### config.mk
export PLATFORM = sky130hd
export DESIGN_NAME = wb_arbiter
export DESIGN_NICKNAME = d
export VERILOG_FILES = /design/src/rtl/wb_arbiter.sv
export SDC_FILE = /design/constraint.sdc
export NUM_CORES = 1
export LEC_CHECK = 0
export ABC_AREA = 1
export CAP_MARGIN = 40
export CORE_MARGIN = 3
export CORE_UTILIZATION = 20
export DETAILED_ROUTE_END_ITERATION = 10
export PLACE_DENSITY = 0.76
export SETUP_SLACK_MARGIN = 0.15
export SLEW_MARGIN = 10
export SYNTH_ARGS = -nofsm -noshare
export SYNTH_HDL_FRONTEND = slang
export SYNTH_SLANG_ARGS = --single-unit
### constraint.sdc
create_clock -name clk_i -period 1.28 [get_ports clk_i]
set_input_delay 0.256 -clock clk_i [delete_from_list [all_inputs] [get_ports clk_i]]
set_output_delay 0.256 -clock clk_i [all_outputs]
set_load 0.05 [all_outputs]
### src/rtl/wb_arbiter.sv
// Two-master pipelined Wishbone arbiter: M0 (read-only fetch) and M1 (data) share one bus.
// Ownership is registered and held for the owner's whole cyc window; everything else is pass-through.
module wb_arbiter #(
  parameter bit G_ROUND_ROBIN = 1'b1
) (
  input  logic        clk_i,
  input  logic        rst_i,

  input  logic        m0_cyc_i,
  input  logic        m0_stb_i,
  input  logic [15:0] m0_addr_i,
  output logic        m0_stall_o,
  output logic        m0_ack_o,
  output logic [15:0] m0_data_o,

  input  logic        m1_cyc_i,
  input  logic        m1_stb_i,
  input  logic        m1_we_i,
  input  logic [15:0] m1_addr_i,
  input  logic [15:0] m1_wrdat_i,
  output logic        m1_stall_o,
  output logic        m1_ack_o,
  output logic [15:0] m1_data_o,

  output logic        wb_cyc_o,
  output logic        wb_stb_o,
  output logic        wb_we_o,
  output logic [15:0] wb_addr_o,
  output logic [15:0] wb_wrdat_o,
  input  logic        wb_stall_i,
  input  logic        wb_ack_i,
  input  logic [15:0] wb_rddat_i,

  output logic [1:0]  dbg_state_o
);

  // Handshake: a master transfer happens on a cycle where stb=1 and stall=0;
  // a response is accepted on the cycle ack=1, and only while the owner's cyc=1.
  typedef enum logic [1:0] {
    ST_IDLE   = 2'd0,
    ST_GRANT0 = 2'd1,
    ST_GRANT1 = 2'd2
  } state_t;

  state_t r_state;
  state_t w_next_state;
  logic   r_last_m1;
  logic   w_release_m0;
  logic   w_release_m1;
  logic   w_tie_pick_m1;

  assign w_release_m0  = (r_state == ST_GRANT0) && !m0_cyc_i;
  assign w_release_m1  = (r_state == ST_GRANT1) && !m1_cyc_i;
  // On a tie, round-robin serves whoever was not served last; fixed mode always favours M1.
  assign w_tie_pick_m1 = G_ROUND_ROBIN ? !r_last_m1 : 1'b1;

  always_ff @(posedge clk_i) begin
    if (rst_i) begin
      r_state   <= ST_IDLE;
      r_last_m1 <= 1'b1;
    end else begin
      r_state <= w_next_state;
      if (w_release_m0) begin
        r_last_m1 <= 1'b0;
      end else if (w_release_m1) begin
        r_last_m1 <= 1'b1;
      end
    end
  end

  always_comb begin
    w_next_state = r_state;
    case (r_state)
      ST_IDLE: begin
        if (m0_cyc_i && m1_cyc_i) begin
          w_next_state = w_tie_pick_m1 ? ST_GRANT1 : ST_GRANT0;
        end else if (m0_cyc_i) begin
          w_next_state = ST_GRANT0;
        end else if (m1_cyc_i) begin
          w_next_state = ST_GRANT1;
        end else begin
          w_next_state = ST_IDLE;
        end
      end
      ST_GRANT0: begin
        if (!m0_cyc_i) begin
          w_next_state = m1_cyc_i ? ST_GRANT1 : ST_IDLE;
        end
      end
      ST_GRANT1: begin
        if (!m1_cyc_i) begin
          w_next_state = m0_cyc_i ? ST_GRANT0 : ST_IDLE;
        end
      end
      default: w_next_state = ST_IDLE;
    endcase
  end

  // Owner's signals pass straight through; an owner that dropped cyc sees no ack.
  always_comb begin
    wb_cyc_o   = 1'b0;
    wb_stb_o   = 1'b0;
    wb_we_o    = 1'b0;
    wb_addr_o  = 16'h0000;
    wb_wrdat_o = 16'h0000;
    m0_stall_o = 1'b1;
    m0_ack_o   = 1'b0;
    m1_stall_o = 1'b1;
    m1_ack_o   = 1'b0;
    case (r_state)
      ST_GRANT0: begin
        wb_cyc_o   = m0_cyc_i;
        wb_stb_o   = m0_stb_i;
        wb_addr_o  = m0_addr_i;
        m0_stall_o = wb_stall_i;
        m0_ack_o   = wb_ack_i && m0_cyc_i;
      end
      ST_GRANT1: begin
        wb_cyc_o   = m1_cyc_i;
        wb_stb_o   = m1_stb_i;
        wb_we_o    = m1_we_i;
        wb_addr_o  = m1_addr_i;
        wb_wrdat_o = m1_wrdat_i;
        m1_stall_o = wb_stall_i;
        m1_ack_o   = wb_ack_i && m1_cyc_i;
      end
      default: begin
      end
    endcase
  end

  assign m0_data_o   = wb_rddat_i;
  assign m1_data_o   = wb_rddat_i;
  assign dbg_state_o = r_state;

endmodule

==> results of run 1 <==
-- sequential cells by signal, indices dropped and copies added, names as in the netlist --
| register | count |
|---|---|
| dbg_state_o | 2 |
| r_last_m1 | 1 |
-- worst max path at each step --
stage                                start            end  cells past startpoint
6_report       dbg_state_o[1]$_SDFFE_PP0P_       wb_stb_o                      6
4_1_cts        dbg_state_o[1]$_SDFFE_PP0P_  wb_addr_o[14]                      6
3_5_place_dp   dbg_state_o[1]$_SDFFE_PP0P_   wb_addr_o[3]                      6
5_1_grt        dbg_state_o[1]$_SDFFE_PP0P_   wb_addr_o[0]                      6
3_3_place_gp                      m0_cyc_i       wb_cyc_o                      6
2_1_floorplan  dbg_state_o[0]$_SDFFE_PP0P_   wb_addr_o[7]                      4
-- stage by stage --
| stage | setup slack, ns | instances | hold WS [ns] |
|---|---|---|---|
| CTS | -0.4279 | 306 | 0.5125 |
| global placement | -0.2436 | 296 | 0.5125 |
| floorplan | -0.3046 | 170 | 0.3724 |
| finish | -0.4287 | 306 | 0.5120 |
| global route | -0.4711 | 306 | 0.5121 |
| detailed placement | -0.2507 | 296 | 0.5125 |
-- logic make-up (layout without fill, tap and decap cells) --
family,count (synthesis),count (layout)
AND/OR/NAND/NOR,74,74
adder cells (fa/ha/maj),5,5
AO/OA/AOI/OAI,20,20
flip-flops,3,3
buffers and inverters,68,152
-- where the power goes --
part	switching (mW)	leakage (nW)	total, mW	internal (mW)
Combinational	1.55	0.968	2.90	1.34
Sequential	0.0341	0.0261	0.157	0.122
Clock	0.0691	0.0228	0.282	0.213
-- layer usage --
layer  vias up  track usage  share of wire
li1        638            -              -
met1       576       0.1477           0.34
met4         0      0.01006              0
met2        74       0.2618           0.55
met3         0      0.05270           0.10
met5         -            0              0
-- worst max-delay path: stages, from the launching register on --
cell and delay, ns:
dfxtp_4 0.36, inv_4 0.05, buf_12 0.12, ha_4 0.30
inv_12 0.09, a21oi_4 0.15, buf_12 0.15
-- synth_stat cells (all sizes together) --
cell type  count  share of area
inv           29           0.12
nand2         69           0.28
nor2           5          0.020
o221ai         1         0.0094
a21oi         19           0.10
ha             5          0.067
dfxtp          3          0.065
buf           39           0.33
-- final cells by class --
cell class	count	area (sq um)
clock buffer	4	45.04
fill	343	1577
inverter	29	195.2
multi-input combinational	99	830.8
sequential	3	67.56
tap	52	65.06
timing repair buffer	119	1634
-- cell usage in the layout, fill, tap and decap left out --
master | Yosys | layout
ha_2 | 0 | 1
nand2_8 | 0 | 2
inv_12 | 0 | 1
buf_12 | 1 | 44
buf_8 | 0 | 1
dfxtp_1 | 3 | 1
buf_16 | 0 | 1
dfxtp_4 | 0 | 2
inv_1 | 28 | 8
clkbuf_8 | 0 | 3
nand2_4 | 0 | 5
a21oi_2 | 0 | 2
nand2_1 | 67 | 40
clkinvlp_4 | 0 | 17
nor2_1 | 5 | 2
ha_4 | 0 | 3
ha_1 | 5 | 1
inv_6 | 0 | 1
inv_4 | 0 | 2
clkbuf_1 | 0 | 1
nor2_4 | 0 | 3
buf_6 | 3 | 6
o221ai_1 | 1 | 1
clkdlybuf4s50_1 | 0 | 56
a21oi_4 | 0 | 17
nand2_2 | 2 | 22
buf_4 | 32 | 11
-- repair_timing --
item                                   in CTS  in global routing
gates cloned                                1                  0
gates resized for setup                    20                 12
setup endpoints to repair                  42                 44
setup buffers                               5                  0
pin swaps                                   2                  9
endpoints found under the hold margin       0                  0
==> metrics, run 1 <==
status=complete, but fails checks; failing checks=negative setup slack; Site Rows=24; clk sink count=3; IO buf count=97; mux share of post-synthesis cell area=0; io pins=146; Max-Slew Margin vs Limit=0.8361; Area growth syn-to-layout=206.1%; distinct cell type count after synthesis=13; Min-Delay Path Class=in -> out; Final Hold Vio Count=0; syn_area_per_cell=5.454 sq um; R2R Path End=dbg_state_o[1]$_SDFFE_PP0P_; clock skew=0.0006332 ns; Util after Layout=0.6429; Hold Path Stages=0; CP Max Fanout=18; sequential fraction of the synthesis area=0.06478; leak pwr=1.017 nW; Starting Density=0.2100; wire length per cell=12.63 um; CTS Root Cell=clkbuf_8; combinational family with the most area after synthesis=buffers and inverters; Final TNS setup=-14.46 ns; final setup vio count=39; R2R depth=8; Via Count=1288; core area=0.004414 sq mm; Post-DRT Antenna Nets=0; Post-Syn Instances=170; Pwr Density=1176 mW/mm^2; simple-gate share of the synthesized area=0.3050; syn nets=248; CP Capture Type=output pin; R2R Path Start=dbg_state_o[1]$_SDFFE_PP0P_; antenna cell count=0; CTS tree=done; RSZ-0062 raised after global routing=yes; Synth Area in Adders=0.06748; # H-tree levels=1; Hold Path Origin=wb_rddat_i[9]; clock-pin slew on the worst setup and hold paths=0.03 ns; fin nets=333; Mapped Area=927.1 sq um; die area=0.005489 sq mm; GP Congestion=0.7695; WS Path Type=reg -> out; Slew @ Worst Pin=0.2455 ns; DIE HEIGHT=74.09 um; vias in the first global route=1366; drt drc=0; hpwl dp=3081 um; post-synthesis register bit count=3; DP Area=0.002579 sq mm; Vias/cell=4.209; Worst VDD drop=1146 uV; final setup margin=-0.4287 ns; hold buffers post-CTS=0; total length of routed wires=3864 um; Period minus WS final=1.709 ns; DR pass1 iterations=4; global-route wire length before repair=6044 um; fraction of layout cells with a size suffix above 1=0.5669; r2r setup slk=0.03 ns; Clk Latency, worst-skew pair=0.22 ns; global route overflow=0; total power=3.337 mW; max cap viols=0; Synth Area in Compound Gates=0.1120; Arr. time, crit path=1.45 ns; Worst Hold Path EP=m1_data_o[9]; Initial DRC Count=11; GRT Total Usage=0.1370; fmax=585.2 MHz; Critical Path Source Type=flip-flop; CTS buffer count=3; CTS Buffer Depth=2; Req. time, crit path=1.02 ns; Post-Synth XOR/XNOR Area=0; YS warnings=0; max-slew violation count=0; Die Wd=74.09 um; period utilisation layout=1.335; initial antenna violation count=0; final instance area=0.002838 sq mm; largest net degree at the start of global routing=19
No activity file was read; power rests on OpenSTA's default activity.
==> run 2, diff against run 1 <==
Settings changed: GPL_ROUTABILITY_DRIVEN set to 0.
==> results of run 2 <==
Final layout, timing and power as in run 1 (identical DEF).
